--- config.mk ---
export PLATFORM = sky130hd
export DESIGN_NAME = single_port_ram_wr_ctrl
export DESIGN_NICKNAME = d
export VERILOG_FILES = /design/src/rtl/single_port_ram_wr_ctrl.sv
export SDC_FILE = /design/constraint.sdc
export NUM_CORES = 1
export LEC_CHECK = 0
export CORE_ASPECT_RATIO = 1.25
export CORE_MARGIN = 10
export CORE_UTILIZATION = 60
export DETAILED_ROUTE_END_ITERATION = 8
export HOLD_SLACK_MARGIN = 0.12
export MAX_ROUTING_LAYER = met4
export PLACE_DENSITY = 0.91
export SYNTH_ARGS = -nofsm -noshare
export SYNTH_HDL_FRONTEND = slang
export SYNTH_SLANG_ARGS = --single-unit
--- constraint.sdc ---
create_clock -name clk -period 4 [get_ports clk]
set_input_delay 0.4 -clock clk [delete_from_list [all_inputs] [get_ports clk]]
set_output_delay 0.4 -clock clk [all_outputs]
set_load 0.01 [all_outputs]
--- src/rtl/single_port_ram_wr_ctrl.sv ---
// single_port_ram_wr_ctrl: burst writer into a single-port RAM (din valid/ready in, done/wr_count out) with an idle-time registered read port
module single_port_ram_wr_ctrl #(
  parameter int DATA_W = 16,
  parameter int ADDR_W = 4,
  parameter int NUM_WORDS = 16
) (
  input  logic              clk,
  input  logic              rst,
  input  logic              start_w,
  input  logic [DATA_W-1:0] din,
  input  logic              din_valid,
  output logic              din_ready,
  output logic              busy,
  output logic              done,
  output logic [ADDR_W:0]   wr_count,
  input  logic [ADDR_W-1:0] rd_addr,
  output logic [DATA_W-1:0] rd_data
);
  typedef enum logic [1:0] {IDLE, WRITE, DONE} state_t;
  localparam logic [ADDR_W:0] LAST = (ADDR_W+1)'(NUM_WORDS - 1);
  state_t r_state, w_next;
  logic [ADDR_W-1:0] r_addr;
  logic [ADDR_W:0] r_count;
  logic [DATA_W-1:0] r_rd;
  logic [DATA_W-1:0] r_mem [2**ADDR_W];
  logic w_beat, w_last;
  logic [ADDR_W-1:0] w_ram_addr;
  assign w_beat = r_state == WRITE && din_valid;
  assign w_last = w_beat && r_count == LAST;
  assign w_ram_addr = r_state == WRITE ? r_addr : rd_addr;
  always_comb
    w_next = r_state == IDLE ? (start_w ? WRITE : IDLE) : r_state == WRITE ? (w_last ? DONE : WRITE) : IDLE;
  always_ff @(posedge clk or posedge rst)
    if (rst) begin
      r_state <= IDLE;
      r_addr <= '0;
      r_count <= '0;
      r_rd <= '0;
    end else begin
      r_state <= w_next;
      if (r_state == IDLE && start_w) begin
        r_addr <= '0;
        r_count <= '0;
      end else if (w_beat) begin
        r_addr <= r_addr + 1'b1;
        r_count <= r_count + 1'b1;
      end
      if (r_state == IDLE) r_rd <= r_mem[w_ram_addr];
    end
  always_ff @(posedge clk)
    if (w_beat) r_mem[w_ram_addr] <= din;
  assign din_ready = r_state == WRITE;
  assign busy = r_state != IDLE;
  assign done = r_state == DONE;
  assign wr_count = r_count;
  assign rd_data = r_rd;
endmodule

==> impl_metrics.json, run 1 <==
{
  "slowest_delay_ns": 0.68,
  "via_count": 6738,
  "grt_max_degree": 65,
  "rows": 54,
  "internal_power_mw": 5.925,
  "clk_pin_slew_ns": 0.07,
  "cp.arrival_ns": 3.59,
  "postCtsHoldBufs": 0,
  "tns_ns": 0,
  "die_h_um": 168.8,
  "maxSlewHeadroom_pct": 3.216,
  "critPathSlowestCell": "a31oi_2",
  "cts_root_buf": "clkbuf_16",
  "yosysWarnings": 0,
  "p_seq_share_pct": 42.4,
  "max_freq_ghz": 0.3100,
  "fin_skew_ns": 0.01077,
  "critical-path-top-delay-family": "simple AND/OR/NAND/NOR gates",
  "ios": 48,
  "drt-vias-per-instance": 7.063,
  "drc": 0,
  "start_util_pct": 60.93,
  "synth_fp_nets": 672,
  "power_frac_clock_pct": 27.6,
  "max-vdd-ir-drop_mv": 0.4070,
  "final_max_slew_viol_count": 0,
  "start_kind": "flip-flop",
  "min_path_type": "input port to async pin",
  "antenna_found_initial": 0,
  "synth_seq_cells": 283,
  "port_buffers": 47,
  "drt_first_pass_iters": 6,
  "fin_crit_sh_pct": 80.65,
  "maxCapViolCount": 0,
  "die_w_um": 139.0,
  "syn_avg_cell_area_um2": 16.47,
  "power_mw": 8.870,
  "final_hold_viol_count": 0,
  "dpl.hpwl_um": 15780,
  "drive_gt1_share_pct": 11.51,
  "leakagePower_nw": 4.007,
  "dr.first_iter.drc_count": 1222,
  "areaGrowthSynthToFinish_pct": 15.38,
  "coreArea_um2": 17430,
  "cts_buffers": 25,
  "async_reset_ff_share_pct": 9.541,
  "routed_wl_um": 26680,
  "grt_pass1_vias": 6775,
  "synth_edf_count": 256,
  "status": "complete, no violations",
  "cts_setup_buffers": 0,
  "yosys.cell_types.count": 34,
  "grt-ovfl-total": 0,
  "fill_cells": 954,
  "setup_viol": 0,
  "dieArea_um2": 23460,
  "clock_latency_ns": 0.51,
  "pwr-share-comb_pct": 29.9,
  "synth.yosys.seq_area_share_pct": 78.74,
  "worstMarginPinSlew_ns": 1.447,
  "power_density_nw_per_um2": 723.8,
  "routedWlPerCell_um": 27.97,
  "tritoncts": "done",
  "grt.total_usage_pct": 22.58,
  "crit_path_cell_trace": "nand2b_1 -> inv_1 -> and3_1 -> a31oi_2 -> buf_4 -> a21oi_1 -> nor4_1 -> o21ai_1",
  "cts.path.max_buffers": 3,
  "path_max_fanout": 13,
  "critPathRequiredTime_ns": 4.37,
  "path_buf_inv": 2,
  "antenna_cells": 0,
  "cts_max_level": 1,
  "cts_resized": 0,
  "synth_cells": 645,
  "rsz0062_at_grt": "no",
  "cts.sinks": 283,
  "gp_congestion": 0.9019,
  "path_class": "flip-flop to flip-flop",
  "nets": 739,
  "critPathCaptureType": "flip-flop",
  "grt_pass1_wl_um": 40490,
  "finalCriticalPeriod_ns": 3.226,
  "p_sw_mw": 2.945,
  "swShare_pct": 33.20,
  "ant_nets": 0,
  "synth-main-ff-cell": "edfxtp_1",
  "synth_area_um2": 10620
}
[power by group through the flow]
| stage | logic [mW] | registers, mW | clock network [mW] |
|---|---|---|---|
| 3_5_place_dp | 2.54 | 3.81 | 0 |
| 3_3_place_gp | 2.41 | 3.78 | 0 |
| 2_1_floorplan | 1.66 | 3.81 | 0 |
| 5_1_grt | 2.81 | 3.78 | 2.58 |
| 6_report | 2.66 | 3.77 | 2.45 |
| 4_1_cts | 2.59 | 3.76 | 2.46 |
[cells by family (layout without fill, tap and decap cells)]
family          count (synthesis)  after routing  share of synthesized area [%]
compound gates                220            220                          13.55
flops                         283            283                          78.74
fa+ha+maj                       3              3                         0.3534
simple gates                   84             84                          3.864
buf+inv                        49            134                          2.992
xor+xnor                        5              5                         0.4124
mux                             1              1                        0.09424
[metal layers]
metal  track usage (%)  wire [µm]  vias up
met2             37.18      13270      616
met5                 -          0        -
met1             27.23       9340     3307
met3             4.311       2977       98
li1                  -          -     2717
met4             8.860       1092        0
[cell usage after synthesis (all sizes together), types with 2 or more instances]
master    n  area share [%]
a31oi     4            0.24
nand2    29             1.0
edfxtp  256              72
nand4     2            0.12
a22oi   128             9.0
buf      27             2.2
and3      3            0.18
dfrtp    27             6.4
nor3b     3            0.21
clkbuf   15            0.57
nor4     16            0.94
xor2      3            0.25
ha        3            0.35
a21oi    67             3.2
xnor2     2            0.16
o21ai    16            0.75
o31ai     2            0.14
nor2     23            0.81
inv       7            0.25
[sequential cells by signal, indices dropped and copies added, names as in the netlist]
signal / cells
r_mem: 256
rd_data: 16
wr_count: 5
r_addr: 4
r_state: 2
[worst register-to-register path: stages, from the launching register on]
cell and delay [ns]:
dfrtp_1 0.42, nand2b_1 0.49, inv_1 0.29, and3_1 0.27, a31oi_2 0.68, buf_4 0.33
a21oi_1 0.09, nor4_1 0.42, o21ai_1 0.10
[cells in the final DEF, fill, tap and decap left out, types with 2 or more instances in the layout]
cell	count
a31oi_2	4
buf_4	35
a21oi_1	67
dfrtp_1	27
clkbuf_16	25
clkbuf_8	4
edfxtp_1	256
clkinvlp_4	2
o21ai_1	16
clkinv_2	2
nor4_1	16
nand2_1	29
clkbuf_1	6
xor2_1	3
clkdlybuf4s50_1	47
xnor2_1	2
a22oi_1	128
bufinv_16	3
and3_1	3
nand4_1	2
ha_1	3
nor2_1	22
o31ai_4	2
nor3b_1	2
inv_1	7
[final cells by class]
cell class | instances | area [µm²] | area share [%]
Tap cell | 224 | 280.3 | 2.287
Inverter | 7 | 26.28 | 0.2144
Clock buffer | 35 | 703.2 | 5.738
Timing Repair Buffer | 82 | 733.2 | 5.983
Clock inverter | 10 | 136.4 | 1.113
Sequential cell | 283 | 8363 | 68.24
Multi-Input combinational cell | 313 | 2013 | 16.43
[final timing paths]
path	start	endpoint	slack [ns]	cells after the start
max in group asynchronous	rst	rd_data[2]	2.81	3
min	rst	rd_data[8]	0.47	2
min reg2reg	rd_data[14]	rd_data[14]	0.50	2
max reg2reg	r_state[1]	rd_data[9]	0.77	8
min in group clk	rd_data[14]	rd_data[14]	0.50	2
max	r_state[1]	rd_data[9]	0.77	8
[per-stage QoR]
stage,instance area [µm²],setup WS [ns],util (%),hold WS [ns],std cells
floorplan,10620,1.042,-,0.4527,645
global placement,11420,1.053,65.49,0.4775,909
detailed placement,11420,0.8606,65.49,0.4856,909
CTS,12260,0.8265,70.31,0.4842,954
global route,12260,0.6063,70.31,0.5086,954
finish,12260,0.7741,70.31,0.4695,954
Power figures use the tool's default switching activity.
==> run 2, diff against run 1 <==
--- a/config.mk
+++ b/config.mk
@@ -7,11 +7,11 @@
 export LEC_CHECK = 0
 export CORE_ASPECT_RATIO = 1.25
 export CORE_MARGIN = 10
-export CORE_UTILIZATION = 60
+export CORE_UTILIZATION = 54
 export DETAILED_ROUTE_END_ITERATION = 8
 export HOLD_SLACK_MARGIN = 0.12
 export MAX_ROUTING_LAYER = met4
-export PLACE_DENSITY = 0.91
+export PLACE_DENSITY = 0.87
 export SYNTH_ARGS = -nofsm -noshare
 export SYNTH_HDL_FRONTEND = slang
 export SYNTH_SLANG_ARGS = --single-unit
==> constraint.sdc (replaced) <==
create_clock -name clk -period 2.6 [get_ports clk]
set_input_delay 0.26 -clock clk [delete_from_list [all_inputs] [get_ports clk]]
set_output_delay 0.26 -clock clk [all_outputs]
set_load 0.01 [all_outputs]
==> run 2 against run 1 <==
  * Register-to-register slack worse by 0.69 ns
  * Count of clock-buffer cells in the layout down 4
  * Wire length up 0.54%
  * Power up 60%
  * Sequential power up 54%
  * Utilization down 5.4 points
  * Flip-flop and latch count unchanged
  * Clock power up 64%
  * Critical endpoint is now r_mem[4][2]
  * Global-route usage down 1.8 points
  * Die area up 9.6%
  * Combinational power up 63%
  * Hold slack worse by 0.33 ns
==> impl_metrics.json, run 2 (synthesized netlist as in run 1, its figures left out) <==
{
  "antenna_found_initial": 0,
  "antenna_cells": 0,
  "postCtsHoldBufs": 0,
  "areaGrowthSynthToFinish_pct": 18.51,
  "coreArea_um2": 19400,
  "hold-worst-slack_ns": 0.1436,
  "port_buffers": 47,
  "path_class": "flip-flop to flip-flop",
  "clk_pin_slew_ns": 0.07,
  "critPathRequiredTime_ns": 2.81,
  "dieArea_um2": 25710,
  "cp.arrival_ns": 2.72,
  "cts_setup_buffers": 0,
  "drive_gt1_share_pct": 14.78,
  "dpl.hpwl_um": 16310,
  "routedWlPerCell_um": 26.40,
  "path_max_fanout": 40,
  "fin_skew_ns": 0.02056,
  "min_path_type": "input port to async pin",
  "reg2reg_slack_ns": 0.09,
  "dr.first_iter.drc_count": 1208,
  "rows": 57,
  "crit_path_cell_trace": "or4b_1 -> o31ai_4 -> buf_12 -> nand2_1 -> nor2_2 -> buf_4",
  "final_max_slew_viol_count": 0,
  "cts_root_buf": "clkbuf_16",
  "cts.sinks": 283,
  "largest_reg_flops": 256,
  "p_sw_mw": 4.570,
  "status": "complete, no violations",
  "max-vdd-ir-drop_mv": 0.6025,
  "drt_first_pass_iters": 5,
  "grt_pass1_wl_um": 40120,
  "swShare_pct": 32.29,
  "drc": 0,
  "tritoncts": "done",
  "cts_max_level": 1,
  "drt-vias-per-instance": 6.605,
  "ios": 48,
  "max_freq_ghz": 0.3977,
  "leakagePower_nw": 4.163,
  "start_util_pct": 54.75,
  "rsz0062_at_grt": "no",
  "grt_max_degree": 41,
  "power_frac_clock_pct": 28.4,
  "critPathCaptureType": "flip-flop",
  "cts.path.max_buffers": 3,
  "setup_viol": 0,
  "fin_crit_sh_pct": 96.71,
  "start_kind": "flip-flop",
  "critPathSlowestCell": "or4b_1",
  "maxCapViolCount": 0,
  "power_mw": 14.15,
  "final_common_cell": "edfxtp_1",
  "finalCriticalPeriod_ns": 2.515,
  "maxSlewHeadroom_pct": 51.90,
  "clock_latency_ns": 0.53,
  "dp.cells": 970,
  "die_h_um": 176.8,
  "nets": 759,
  "power_density_nw_per_um2": 1124,
  "worstMarginPinSlew_ns": 0.7192,
  "grt.total_usage_pct": 20.78,
  "slowest_delay_ns": 0.62,
  "routed_wl_um": 26830,
  "die_w_um": 145.4,
  "internal_power_mw": 9.581,
  "gp_congestion": 0.8337,
  "pwr-share-comb_pct": 30.6,
  "grt_pass1_vias": 6486,
  "regMostFlops": "r_mem",
  "finalNonFillerCells": 1016,
  "cts_buffers": 25,
  "via_count": 6711,
  "final_hold_viol_count": 0,
  "final_cell_mix": "256 x edfxtp_1, 127 x a22oi_1, 67 x a21oi_1",
  "ant_nets": 0,
  "grt-ovfl-total": 0,
  "p_seq_share_pct": 40.9
}
==> run 2: critical path: cells and delay by family, from the launching register on <==
family          cells  cell delay [ns]
compound gates      1             0.11
buf+inv             2             0.56
flops               1             0.47
simple gates        3             1.04
==> run 2: repair_timing <==
item	4_1_cts	5_1_grt
resized for setup	1	5
setup endpoints to repair	1	26
pin swaps	0	0
==> run 2: layer usage <==
metal | global-route usage [%] | up-vias | share of wire (%) | wire [µm]
met3 | 3.505 | 83 | 10 | 2672
li1 | - | 2764 | - | -
met2 | 35.10 | 542 | 51 | 13650
met1 | 25.26 | 3322 | 36 | 9597
met5 | - | - | 0 | 0
met4 | 6.582 | 0 | 3.4 | 909
==> run 2: path summary, 6_finish.rpt <==
kind                                  start           to  cells past startpoint
worst max-delay path              r_addr[0]  r_mem[4][2]                      6
worst min-delay path                    rst   rd_data[3]                      3
worst max register to register    r_addr[0]  r_mem[4][2]                      6
worst min register to register  rd_data[10]  rd_data[10]                      2
max in group asynchronous               rst  rd_data[15]                      3
min in group clk                    start_w   r_state[0]                      3
==> run 2: final cells by class <==
type	count	area, µm²
multi-input combinational	313	2032
sequential	283	8363
fill	1278	6812
inverter	7	26.28
timing repair buffer	102	933.4
clock buffer	31	668.1
tap	265	331.6
clock inverter	15	232.7
==> run 2: power groups by stage <==
stage	combinational, mW	clock, mW	sequential, mW
floorplan	2.56	0	5.86
global placement	3.99	0	5.84
detailed placement	4.18	0	5.87
CTS	4.25	4.03	5.79
global route	4.63	4.20	5.83
finish	4.34	4.02	5.79
==> run 2: through the flow <==
step	cell area, µm²	setup TNS [ns]	setup WS [ns]	utilization [%]
5_1_grt	12590	0	0.03522	64.89
2_1_floorplan	10630	0	0.06764	-
3_3_place_gp	11670	0	0.06001	60.15
6_report	12590	0	0.08549	64.89
3_5_place_dp	11670	-0.00001710	-0.00001710	60.15
4_1_cts	12570	0	0.03762	64.82
==> run 3, diff against run 2 <==
--- a/config.mk
+++ b/config.mk
@@ -12,6 +12,7 @@
 export HOLD_SLACK_MARGIN = 0.12
 export MAX_ROUTING_LAYER = met4
 export PLACE_DENSITY = 0.87
+export SLEW_MARGIN = 20
 export SYNTH_ARGS = -nofsm -noshare
 export SYNTH_HDL_FRONTEND = slang
 export SYNTH_SLANG_ARGS = --single-unit
==> results of run 3 <==
No change in the layout: final DEF, timing and power equal those of run 2.
